==> src/rtl/noc_params_pkg.sv <==
// rtl/noc_params_pkg.sv - shared link parameters and flit type for the NoC buffer path
package noc_params_pkg;

  localparam int FLIT_SIZE   = 8;
  localparam int BUFFER_SIZE = 8;

  typedef logic [FLIT_SIZE-1:0] flit_t;

endpackage

==> src/rtl/credit_counter.sv <==
// rtl/credit_counter.sv - saturating free-slot counter with sticky overflow flag
module credit_counter #(
  parameter  int BUFFER_SIZE = 8,
  localparam int CREDIT_W    = $clog2(BUFFER_SIZE + 1)
) (
  input  logic                clk,
  input  logic                rst,
  input  logic                dec_i,
  input  logic                inc_i,
  output logic [CREDIT_W-1:0] count_o,
  output logic                nonzero_o,
  output logic                overflow_o
);

  localparam logic [CREDIT_W-1:0] MAX_CREDITS = CREDIT_W'(BUFFER_SIZE);
  localparam logic [CREDIT_W-1:0] ONE         = CREDIT_W'(1);

  logic [CREDIT_W-1:0] r_count;
  logic                r_overflow;

  // Track free slots; a returned credit at full count saturates and latches the error.
  always_ff @(posedge clk) begin
    if (rst) begin
      r_count    <= MAX_CREDITS;
      r_overflow <= 1'b0;
    end else begin
      case ({dec_i, inc_i})
        2'b10: r_count <= r_count - ONE;
        2'b01: begin
          if (r_count == MAX_CREDITS) begin
            r_overflow <= 1'b1;
          end else begin
            r_count <= r_count + ONE;
          end
        end
        default: r_count <= r_count;
      endcase
    end
  end

  assign count_o    = r_count;
  assign nonzero_o  = (r_count != '0);
  assign overflow_o = r_overflow;

endmodule

==> src/rtl/credit_flit_sender.sv <==
// rtl/credit_flit_sender.sv - credit-based flit sender feeding a downstream circular buffer
module credit_flit_sender
  import noc_params_pkg::*;
#(
  parameter  int BUFFER_SIZE = noc_params_pkg::BUFFER_SIZE,
  parameter  int FLIT_SIZE   = noc_params_pkg::FLIT_SIZE,
  localparam int CREDIT_W    = $clog2(BUFFER_SIZE + 1)
) (
  input  logic                 clk,
  input  logic                 rst,
  input  logic                 valid_i,
  input  logic [FLIT_SIZE-1:0] data_i,
  output logic                 ready_o,
  input  logic                 credit_i,
  output logic                 write_o,
  output logic [FLIT_SIZE-1:0] data_o,
  output logic [CREDIT_W-1:0]  credits_o,
  output logic                 error_o
);

  logic                 w_nonzero;
  logic                 w_transfer;
  logic                 r_write;
  logic [FLIT_SIZE-1:0] r_data;

  // Ready depends only on the credit count so the source cannot create a loop through valid_i.
  assign ready_o    = w_nonzero;
  assign w_transfer = valid_i && w_nonzero;

  credit_counter #(
    .BUFFER_SIZE (BUFFER_SIZE)
  ) u_credit_counter (
    .clk        (clk),
    .rst        (rst),
    .dec_i      (w_transfer),
    .inc_i      (credit_i),
    .count_o    (credits_o),
    .nonzero_o  (w_nonzero),
    .overflow_o (error_o)
  );

  // Register each accepted flit as a single-cycle write; data holds between writes.
  always_ff @(posedge clk) begin
    if (rst) begin
      r_write <= 1'b0;
      r_data  <= '0;
    end else begin
      r_write <= w_transfer;
      if (w_transfer) begin
        r_data <= data_i;
      end
    end
  end

  assign write_o = r_write;
  assign data_o  = r_data;

endmodule
==> config.mk <==
export PLATFORM = sky130hd
export DESIGN_NAME = credit_flit_sender
export DESIGN_NICKNAME = d
export VERILOG_FILES = /design/src/rtl/noc_params_pkg.sv /design/src/rtl/credit_counter.sv /design/src/rtl/credit_flit_sender.sv
export SDC_FILE = /design/constraint.sdc
export NUM_CORES = 1
export LEC_CHECK = 0
export ABC_AREA = 1
export CORE_MARGIN = 4
export CORE_UTILIZATION = 39
export DETAILED_ROUTE_END_ITERATION = 16
export PLACE_DENSITY_LB_ADDON = 0.1
export SLEW_MARGIN = 10
export SYNTH_ARGS = -nofsm -noshare
export SYNTH_HDL_FRONTEND = slang
export SYNTH_HIERARCHICAL = 1
export SYNTH_SLANG_ARGS = --single-unit
==> constraint.sdc <==
create_clock -name clk -period 1.8 [get_ports clk]
set_input_delay 0.36 -clock clk [delete_from_list [all_inputs] [get_ports clk]]
set_output_delay 0.36 -clock clk [all_outputs]
set_load 0.05 [all_outputs]
Word-level counts from Yosys, hierarchy flattened
Cells that the tools add are included.
{"block": "classes", "n_addsub": 2, "eq_ne": 4, "reduce_logical": 5, "n_mux": 2}
{"operator": "case mux 4 bit (2 select lines)", "n": 1}
{"operator": "adder 4 x 1 -> 4 bit (second input constant)", "n": 1}
{"operator": "== test 4 bit (second input constant)", "n": 1}
{"operator": "two-way mux 4 bit", "n": 1}
{"operator": "AND reduction 2 bit", "n": 2}
{"operator": "nonzero test 4 bit", "n": 1}
{"operator": "subtractor 4 x 1 -> 4 bit (second input constant)", "n": 1}
{"operator": "== test 2 x 1 -> 1 bit (second input constant)", "n": 1}
{"operator": "== test 2 bit (second input constant)", "n": 1}
{"operator": "!= test 2 bit (second input constant)", "n": 1}
{"operator": "nonzero test 2 bit", "n": 1}
{"operator": "logical AND 1 bit", "n": 1}
{"block": "totals", "out_inout_bits": 15, "regBits": 14}

Logic depth before layout (Yosys ltp)
Gate-level depths: netlist of run 1.
{"block": "logic_depth", "word_depth": 5, "ltp_mapped": 14, "ltp_nobuf": 13}

Modules after synthesis
The synthesis of run 1 kept the hierarchy.
{"mod": "credit_counter", "area_per_inst_um2": 391.6, "n_inst": 1, "seq_area_each_um2": 100.1, "cells_per_inst": 58}
{"mod": "credit_flit_sender", "area_per_inst_um2": 364.1, "n_inst": 1, "seq_area_each_um2": 180.2, "cells_per_inst": 54}

Worst setup path before layout of run 1
No wires, ideal clock.
{"block": "synth_timing", "kind": "register to register", "start": "reg u_credit_counter.r_count[0] (netlist: u_credit_counter/count_o[0])", "end": "reg u_credit_counter.r_count[3] (netlist: u_credit_counter/count_o[3])", "required_time_ns": 1.688, "path_stages_with_launch": 15, "synth_period_minus_slack_ns": 2.688, "n_path_buf": 1, "slack_ns": -0.888, "t_arrival_ns": 2.576, "cell_sequence": "dfxtp_1 > nor2_1 > nand2_1 > nand2_4 > buf_6 > inv_1 > inv_1 > nand2_1 > ha_1 > nand3_1 > inv_1 > nor2_1 > nand2_1 > nand3_1 > nand2_1"}
{"block": "synth_via", "elab_chain_len": 5}
{"item": "from (decl)", "line_no": "credit_counter.sv:18", "text": "logic [CREDIT_W-1:0] r_count;"}
{"item": "from (signal assigned)", "line_no": "credit_counter.sv:28", "text": "2'b10: r_count <= r_count - ONE;"}
{"item": "from (signal assigned)", "line_no": "credit_counter.sv:33", "text": "r_count <= r_count + ONE;"}
{"item": "from (signal assigned)", "line_no": "credit_counter.sv:36", "text": "default: r_count <= r_count;"}
{"item": "nonzero test 4 bit (*)", "line_no": "credit_counter.sv:42", "text": "assign nonzero_o = (r_count != '0);"}
{"item": "via ready_o", "line_no": "credit_flit_sender.sv:13", "text": "output logic ready_o,"}
{"item": "logical AND 1 bit (*)", "line_no": "credit_flit_sender.sv:28", "text": "assign w_transfer = valid_i && w_nonzero;"}
{"item": "via w_transfer", "line_no": "credit_flit_sender.sv:22", "text": "logic w_transfer;"}
{"item": "== test 2 x 1 -> 1 bit / == test 2 bit (equally long branches)", "line_no": "credit_counter.sv:27", "text": "case ({dec_i, inc_i})"}
{"item": "!= test 2 bit (no source line) / nonzero test 2 bit (equally long branches)"}
{"item": "AND reduction 2 bit (no source line)"}
Mark *: on every way through the listed nets, which the timed path passes. The rest lies on a longest branch. The select of a mux whose other input is x is not followed.
A chain may end at the register's enable or synchronous reset.

Worst setup path in the final report of run 1
{"block": "layout_timing", "start": "reg u_credit_counter.r_count[1] (netlist: u_credit_counter/count_o[1])", "end": "reg u_credit_counter.r_count[2] (netlist: u_credit_counter/count_o[2])"}
{"block": "layout_via", "elab_chain_len": 5}
{"item": "nonzero test 4 bit (*)", "line_no": "credit_counter.sv:42"}
{"item": "logical AND 1 bit (*)", "line_no": "credit_flit_sender.sv:28"}
{"item": "via w_transfer", "line_no": "credit_flit_sender.sv:22"}
{"item": "== test 2 x 1 -> 1 bit / == test 2 bit (equally long branches)", "line_no": "credit_counter.sv:27"}
{"item": "!= test 2 bit (no source line) / nonzero test 2 bit (equally long branches)"}
{"item": "AND reduction 2 bit (no source line)"}
Marked as above.

==> flow_metrics.tcl, run 1 <==
set metrics [dict create \
    p_comb_share_pct 48.2 \
    routed_wl_um 1670 \
    drive_gt1_share_pct 31.7 \
    arrival_ns 1.85 \
    cts-hold-fix-buffers 0 \
    fin_ws_ns 0.140 \
    final_common_cell "nand2_1" \
    synth_seq_area_share_pct 37.1 \
    crit_path_start_kind "flop" \
    design.die.area_mm2 0.00271 \
    crit_type "reg2reg" \
    p_per_area_mw_per_mm2 1090 \
    clkLatencyLatePin_ns 0.28 \
    insertedDiodeCount 0 \
    power_frac_seq_pct 33.3 \
    grt_pass1_vias 672 \
    grt_pass1_wl_um 2820 \
    drv_slew 0 \
    layout_min_cycle_time_ns 1.66 \
    utilization_pct 64.1 \
    viasPerCell 4.36 \
    cap_viol_max_count 0 \
    drc 0 \
    total_power_w 0.00125 \
    maxSlewHeadroom_pct 83.7 \
    dr.pass1.iters 4 \
    cts_resized 0 \
    synth_warnings 6 \
    switching_share_pct 42.9 \
    grt_util_all_layers_pct 14.0 \
    nets 161 \
    numCtsBuffers 3 \
    end_kind "flop" \
    final_cell_mix "nand2_1, nor2_1, buf_4, inv_1, clkdlybuf4s50_1" \
    fin_worst_skew_ns 0.0102 \
    cts_buffer_depth 2 \
    vias 741 \
    grt_max_degree 18 \
    finalCritPeriodShare_pct 92.2 \
    ys_ff_latch 14 \
    placed_area_mm2 0.00111 \
    wire_per_inst_um 9.82 \
    rsz0062_at_grt "no" \
    worstMarginPinSlew_ns 0.244 \
    clock-root-buffer "clkbuf_4" \
    hold_violations 0 \
    syn-num-nets 127 \
    syn2layout_area_growth_pct 51.2 \
    hold_path_class "reg2reg" \
    io_pins 27 \
    pre_cts_ws_ns -0.0933 \
    routabilityCongestion 0.774 \
    die_h_um 52.0 \
    cts_tree "built" \
    r2r_cells 11 \
    setup_tns_ns 0 \
    die-width_um 52.0 \
    start_util_pct 42.4 \
    critPathMaxFanout 5 \
    port_buffers 26 \
    ir_drop_mv 0.600 \
    syn_area_per_cell_um2 6.75 \
    final-setup-viol-count 0 \
    drt_iter0_drc 5 \
    num_rows 15 \
    worstPathRequired_ns 1.99 \
    core_area_mm2 0.00178 \
    syn_area_um2 756 \
    ys_types 17 \
    clkSlewWorstSetupHoldPaths_ns 0.10 \
    outcome "finished, final reports clean" \
    ant_nets 0 \
    hpwl_um 1310 \
    worstHoldPathCells 1 \
    final_area_mm2 0.00114 \
    antenna_found_initial 0 \
    p_leak_nw 0.601 \
    clock_sinks 14 \
    timing.fmax_mhz 603 \
    htree_levels 1 \
    cell_internal_pwr_w 0.000712 \
    netlist_instances 112 \
    cts_setup_buffers 0 \
    grt-ovfl-total 0 \
    p_clk_share_pct 18.5 \
    netSwitchingPower_w 0.000536 \
]
==> layout make-up <==
class	instances	area (um2)
clock buffers	4	36.3
multi-input cells	79	449
fillers	155	641
flip-flops and latches	14	295
repair buffers	30	253
inverters	18	77.6
well taps	25	31.3
==> worst paths after layout <==
path | from | slack (ns) | to
setup / recovery | u_credit_counter/count_o[1] | 0.14 | u_credit_counter/count_o[2]
hold reg to reg | u_credit_counter/overflow_o | 0.49 | u_credit_counter/overflow_o
setup reg to reg | u_credit_counter/count_o[1] | 0.14 | u_credit_counter/count_o[2]
hold / removal | u_credit_counter/overflow_o | 0.49 | u_credit_counter/overflow_o
==> Yosys cell counts (all sizes together) <==
cell     n  area [um2]
dfxtp   14         280
a21oi    2        10.0
fa       1        20.0
xnor2    1        8.76
o21a     1        7.51
inv     18        67.6
nand2   39         181
nor2    27         111
buf      1        11.3
nand3b   1        7.51
ha       2        25.0
nand3    5        25.0
==> routing by layer <==
metal  up-vias  share of wire [%]  routed length (um)  global-route usage [%]
li1        397                  -                   -                       -
met1       326                 49                 821                    17.7
met2        16                 45                 752                    22.6
met3         2                4.9                  82                    2.58
met4         0               0.84                  14                    6.55
met5         -                  0                   0                       0
==> stage by stage <==
step | hold slack (ns) | instances
after floorplan | 0.432 | 112
after global placement | 0.457 | 166
after detailed placement | 0.475 | 166
after CTS | 0.498 | 170
after global routing | 0.529 | 170
final | 0.492 | 170
==> critical path, cell delays in order, from the launching register on <==
cell	delay, ns
dfxtp_4	0.38
nor2_4	0.15
nand2_4	0.08
nand2_4	0.10
inv_8	0.03
inv_4	0.04
nand2_4	0.07
fa_2	0.38
xnor2_2	0.17
nand2_2	0.06
nand2_1	0.06
nor2_1	0.03
==> registers in the layout, summed over array words and instances (netlist names) <==
register / flops
data_o: 8
u_credit_counter/overflow_o: 1
write_o: 1
u_credit_counter/count_o: 4
==> kinds of logic (layout without fill, tap and decap cells) <==
| logic type | after synthesis | count (layout) | synth area share (%) |
|---|---|---|---|
| and+or+nand+nor | 72 | 72 | 43.0 |
| buffers and inverters | 19 | 52 | 10.4 |
| DFF | 14 | 14 | 37.1 |
| adders and majority gates | 3 | 3 | 5.96 |
| AOI/OAI and AO/OA | 3 | 3 | 2.32 |
| xor gates and xnor gates | 1 | 1 | 1.16 |
==> power groups by stage <==
| stage | registers (W) | logic [W] | clock network [W] |
|---|---|---|---|
| after floorplan | 0.000571 | 0.000298 | 0 |
| after global placement | 0.000423 | 0.000593 | 0 |
| after detailed placement | 0.000424 | 0.000603 | 0 |
| after CTS | 0.000417 | 0.000606 | 0.000239 |
| after global routing | 0.000425 | 0.000655 | 0.000252 |
| final | 0.000416 | 0.000602 | 0.000230 |
Power figures use the tool's default switching activity.
==> run 2, diff against run 1 <==
CORE_UTILIZATION = 41   (was 39)
CTS_BUF_LIST = sky130_fd_sc_hd__clkbuf_8   (was unset)
SKIP_LAST_GASP = 1   (was unset)
==> run 2 against run 1 <==
  * Routed wire length fell by 0.72%
  * Clock skew fell by 0.0056 ns
  * Worst hold slack got worse by 0.027 ns
  * Critical path type unchanged
  * Largest power group unchanged
  * Highest routed layer unchanged
==> flow_metrics.tcl, run 2 (synthesis gave the netlist of run 1 again) <==
set metrics [dict create \
    r2r_cells 11 \
    vias 742 \
    grt-ovfl-total 0 \
    num_rows 15 \
    cts_resized 0 \
    syn2layout_area_growth_pct 52.3 \
    crit_path_start_kind "flop" \
    rsz0062_at_grt "no" \
    wire_per_inst_um 9.75 \
    clock-root-buffer "clkbuf_8" \
    final_cell_mix "nand2_1, nor2_1, buf_4, inv_1, clkdlybuf4s50_1" \
    grt_pass1_wl_um 3060 \
    drc 0 \
    nets 161 \
    hpwl_um 1290 \
    crit_type "reg2reg" \
    ant_nets 0 \
    antenna_found_initial 0 \
    drv_slew 0 \
    grt_max_degree 18 \
    dr.pass1.iters 4 \
    clkLatencyLatePin_ns 0.24 \
    utilization_pct 65.9 \
    outcome "finished, final reports clean" \
    worstHoldPathCells 1 \
    die-width_um 50.9 \
    critPathMaxFanout 5 \
    drive_gt1_share_pct 31.0 \
    fin_worst_skew_ns 0.00464 \
    io_pins 27 \
    hold_violations 0 \
    numCtsBuffers 3 \
    htree_levels 1 \
    end_kind "flop" \
    grt_pass1_vias 695 \
    cell_internal_pwr_w 0.000741 \
    routabilityCongestion 0.800 \
    core_area_mm2 0.00175 \
    viasPerCell 4.36 \
    setup_tns_ns 0 \
    largest_reg_flops 8 \
    cts-hold-fix-buffers 0 \
    grt_util_all_layers_pct 15.5 \
    netSwitchingPower_w 0.000536 \
    power_frac_seq_pct 32.6 \
    clkSlewWorstSetupHoldPaths_ns 0.06 \
    cts_tree "built" \
    cts_setup_buffers 0 \
    cap_viol_max_count 0 \
    p_per_area_mw_per_mm2 1110 \
    start_util_pct 43.3 \
    maxSlewHeadroom_pct 81.6 \
    ir_drop_mv 0.724 \
    p_leak_nw 0.607 \
    clock_sinks 14 \
    insertedDiodeCount 0 \
    hold_path_class "reg2reg" \
    design.die.area_mm2 0.00259 \
    cts_buffer_depth 2 \
    final_common_cell "nand2_1" \
    p_comb_share_pct 47.1 \
    switching_share_pct 42.0 \
    layout_min_cycle_time_ns 1.63 \
    worstMarginPinSlew_ns 0.275 \
    p_clk_share_pct 20.3 \
    die_h_um 50.9 \
    routed_wl_um 1660 \
    arrival_ns 1.77 \
    timing.fmax_mhz 613 \
    worstPathRequired_ns 1.94 \
    final-setup-viol-count 0 \
    port_buffers 26 \
    finalCritPeriodShare_pct 90.6 \
    drt_iter0_drc 18 \
]
[run 2: path summary, 6_finish.rpt]
check | slack, ns | from | endpoint
max | 0.17 | u_credit_counter/count_o[1] | u_credit_counter/count_o[2]
min | 0.47 | u_credit_counter/overflow_o | u_credit_counter/overflow_o
max reg2reg | 0.17 | u_credit_counter/count_o[1] | u_credit_counter/count_o[2]
min reg2reg | 0.47 | u_credit_counter/overflow_o | u_credit_counter/overflow_o
[run 2: metal layers]
| layer | track usage (%) | vias to the layer above | share of wire (%) |
|---|---|---|---|
| met5 | 0 | - | 0 |
| met4 | 4.04 | 0 | 1.0 |
| met3 | 4.37 | 2 | 7.8 |
| met2 | 25.8 | 23 | 46 |
| met1 | 19.6 | 320 | 45 |
| li1 | - | 397 | - |
[run 2: power by group through the flow]
stage / Clock [W] / Sequential (W) / Combinational [W]
after floorplan: 0 / 0.000571 / 0.000298
after global routing: 0.000281 / 0.000424 / 0.000663
after global placement: 0 / 0.000423 / 0.000593
after detailed placement: 0 / 0.000424 / 0.000604
after CTS: 0.000271 / 0.000417 / 0.000608
final: 0.000260 / 0.000416 / 0.000602
[run 2: final cells by class]
class | instances | area (um2)
Fill cell | 167 | 594
Multi-Input combinational cell | 79 | 449
Sequential cell | 14 | 295
Timing Repair Buffer | 30 | 253
Inverter | 18 | 77.6
Clock buffer | 3 | 41.3
Tap cell | 25 | 31.3
Clock inverter | 1 | 3.75
[run 2: critical path: stages, from the launching register on]
cell and delay, ns:
dfxtp_4 0.37, nor2_4 0.15, nand2_4 0.07, nand2_4 0.09, inv_8 0.03, inv_4 0.04, nand2_4 0.07, fa_2 0.39
xnor2_2 0.17, nand2_2 0.05, nand2_1 0.06, nor2_1 0.04
[run 2: stage by stage]
step	instance area (um2)	instances	total power, W	setup WS, ns	hold slack, ns
2_1_floorplan	833	112	0.000869	-0.115	0.432
3_3_place_gp	1110	166	0.00102	-0.0415	0.453
4_1_cts	1150	170	0.00130	0.167	0.467
3_5_place_dp	1110	166	0.00103	-0.0710	0.454
5_1_grt	1150	170	0.00137	0.0755	0.482
6_report	1150	170	0.00128	0.170	0.465
==> run 3, diff against run 2 <==
ABC_AREA = unset   (was 1)
CORE_UTILIZATION = 40   (was 41)
==> run 3 against run 2 <==
  * The flow now finishes with violations (setup timing)
  * First-iteration DRC count fell by 22%
  * Worst hold slack improved by 0.030 ns
  * Cell count fell by 23%
  * Global-route usage rose by 0.32 points
  * Sequential power barely moved
  * Critical path type unchanged
  * Largest power group unchanged
==> flow_metrics.tcl, run 3 <==
set metrics [dict create \
    outcome "finished with violations" \
    violations "setup timing" \
    clock-root-buffer "clkbuf_8" \
    power_frac_seq_pct 25.0 \
    largest_reg_flops 8 \
    critPathMaxFanout 3 \
    cts_buffer_depth 2 \
    viasPerCell 5.35 \
    arrival_ns 2.41 \
    p_comb_share_pct 56.7 \
    worstPathCellList "nor3_4, nand2b_4, and2_4, nor2b_4, inv_2, ha_4, a21o_1, a21oi_2, mux2i_1, or4_1" \
    grt_util_all_layers_pct 15.8 \
    grt_pass1_wl_um 3050 \
    r2r_cells 10 \
    finalCritPeriodShare_pct 128 \
    htree_levels 1 \
    holdCritStartpoint "u_credit_counter/overflow_o" \
    die_h_um 50.0 \
    reg2reg_slack_ns -0.50 \
    final_common_cell "buf_4" \
    vias 701 \
    start_util_pct 44.7 \
    clock_sinks 14 \
    grtUsageMet1_pct 21.9 \
    utilization_pct 74.6 \
    worstPathRequired_ns 1.91 \
    synth_warnings 6 \
    drv_slew 0 \
    io_pins 27 \
    fin_worst_skew_ns 0.00306 \
    grt_max_degree 18 \
    wire_per_inst_um 15.0 \
    synth_seq_area_share_pct 39.8 \
    grt_pass1_vias 658 \
    ys_types 31 \
    switching_share_pct 41.1 \
    routed_wl_um 1970 \
    p_leak_nw 0.521 \
    cts_tree "built" \
    async_flop_share_pct 0 \
    p_per_area_mw_per_mm2 1420 \
    syn_area_per_cell_um2 9.65 \
    final_cell_mix "buf_4, clkdlybuf4s50_1, dfxtp_1, nand3_1, a21oi_1" \
    use_met2_pct 23.3 \
    design.die.area_mm2 0.00250 \
    hold_path_class "reg2reg" \
    insertedDiodeCount 0 \
    syn2layout_area_growth_pct 67.0 \
    syn_area_um2 704 \
    drc 0 \
    crit_path_start_kind "flop" \
    synth.most_common_cell "dfxtp_1" \
    hold_path_end "u_credit_counter/overflow_o" \
    ir_drop_mv 0.996 \
    crit_type "reg2reg" \
    antenna_found_initial 0 \
    numCtsBuffers 3 \
    core_area_mm2 0.00158 \
    ant_nets 0 \
    port_buffers 26 \
    die-width_um 50.0 \
    cell_internal_pwr_w 0.000981 \
    n_fill_cell 124 \
    clkSlewWorstSetupHoldPaths_ns 0.06 \
    slowest_stage "or4_1" \
    final-setup-viol-count 4 \
    synth-edff-count 0 \
    timing.fmax_mhz 435 \
    grt_use_met3_pct 4.22 \
    nets 131 \
    hold_violations 0 \
    clkLatencyLatePin_ns 0.24 \
    reg2reg_to "u_credit_counter/count_o[3]" \
    worstMarginPinSlew_ns 0.608 \
    top_usage_layer "met2" \
    slowest_delay_ns 0.52 \
    yosys-top-cells-area "dfxtp_1, a21bo_2, a21oi_1" \
    syn-num-nets 88 \
    ys_ff_latch 14 \
    cap_viol_max_count 0 \
    hpwl_um 1220 \
    total_power_w 0.00166 \
    netSwitchingPower_w 0.000683 \
    netlist.area_leader.share_pct 39.8 \
    netlist_instances 73 \
    end_kind "flop" \
    fin_ws_ns -0.498 \
    post-place-cells 120 \
    p_clk_share_pct 18.3 \
    num_rows 14 \
    yosysTopAreaCell "dfxtp_1" \
    synth_common_cells "dfxtp_1, a21oi_1, nand3_1" \
    maxSlewHeadroom_pct 58.9 \
    grt-ovfl-total 0 \
    dr.pass1.iters 4 \
    drive_gt1_share_pct 49.6 \
    yosys_most_used_dff "dfxtp_1" \
    layout_min_cycle_time_ns 2.30 \
    routabilityCongestion 0.797 \
    timing.rr.start "u_credit_counter/count_o[2]" \
    drt_iter0_drc 14 \
    stdcell_count 131 \
    rsz0062_at_grt "yes" \
    worstHoldPathCells 2 \
]
==> run 3: cell count changes after synthesis, moves of 4 or more <==
cell and delta:
nand2_1 -31, inv_1 -15, a21bo_2 +6, nand3_1 +4, a21oi_1 +7, nand2_4 -4
nor2_1 -22
==> run 3: power by group through the flow <==
stage                     sequential [W]  clock, W  combinational, W
final                           0.000416  0.000305          0.000943
after global routing            0.000423  0.000327           0.00100
after CTS                       0.000415  0.000310          0.000857
after detailed placement        0.000421         0          0.000801
after global placement          0.000417         0          0.000792
after floorplan                 0.000642         0          0.000350
==> run 3: cells by family after synthesis <==
family | share of synthesized area (%)
AND/OR/NAND/NOR | 19.0
AO/OA/AOI/OAI | 23.4
flip-flops | 39.8
buffers and inverters | 7.46
adder cells (fa/ha/maj) | 6.39
XOR/XNOR | 2.49
multiplexers | 1.42
==> run 3: through the flow <==
stage | instance area [um2] | setup WS [ns] | setup TNS (ns) | hold WS, ns
after CTS | 1130 | -0.472 | -0.839 | 0.482
final | 1180 | -0.498 | -1.09 | 0.495
after global routing | 1180 | -0.581 | -1.31 | 0.558
after floorplan | 756 | -0.706 | -1.26 | 0.419
after global placement | 1020 | -0.550 | -1.18 | 0.463
after detailed placement | 1020 | -0.643 | -1.31 | 0.468
==> run 3: what timing repair did <==
action | in CTS | in global routing
hold buffers | 0 | 0
resized for setup | 3 | 7
endpoints found under the hold margin | 0 | 0
setup endpoints to repair | 4 | 5
pin swaps | 3 | 7
buffers inserted | 5 | 4
==> run 3: routing by layer <==
metal / share of wire (%) / vias to the layer above
met3: 5.7 / 2
met2: 50 / 20
met4: 0.36 / 0
met1: 44 / 336
li1: - / 343
met5: 0 / -
==> run 3: critical path: cells and delay by family, from the launching register on <==
family	cells	cell delay, ns
and+or+nand+nor	5	1.11
DFF	1	0.35
buffers and inverters	1	0.06
adders and majority gates	1	0.20
AOI/OAI and AO/OA	2	0.34
muxes	1	0.10
==> run 3: worst max path at each step <==
| stage | startpoint | end | slack (ns) | cells past startpoint |
|---|---|---|---|---|
| finish | u_credit_counter/count_o[2] | u_credit_counter/count_o[3] | -0.50 | 10 |
| global route | u_credit_counter/count_o[2] | u_credit_counter/count_o[3] | -0.58 | 10 |
| CTS | u_credit_counter/count_o[1] | u_credit_counter/count_o[3] | -0.47 | 10 |
| detailed placement | valid_i | u_credit_counter/count_o[3] | -0.64 | 9 |
| global placement | valid_i | u_credit_counter/count_o[3] | -0.55 | 9 |
| floorplan | u_credit_counter/count_o[2] | u_credit_counter/count_o[3] | -0.71 | 11 |
==> run 3: cell type report <==
type / count / area [um2] / area share, %
sequential: 14 / 290 / 24.7
tap: 16 / 20.0 / 1.70
inverter: 1 / 3.75 / 0.319
timing repair buffer: 43 / 364 / 31.0
clock buffer: 4 / 55.1 / 4.68
multi-input combinational: 53 / 443 / 37.7
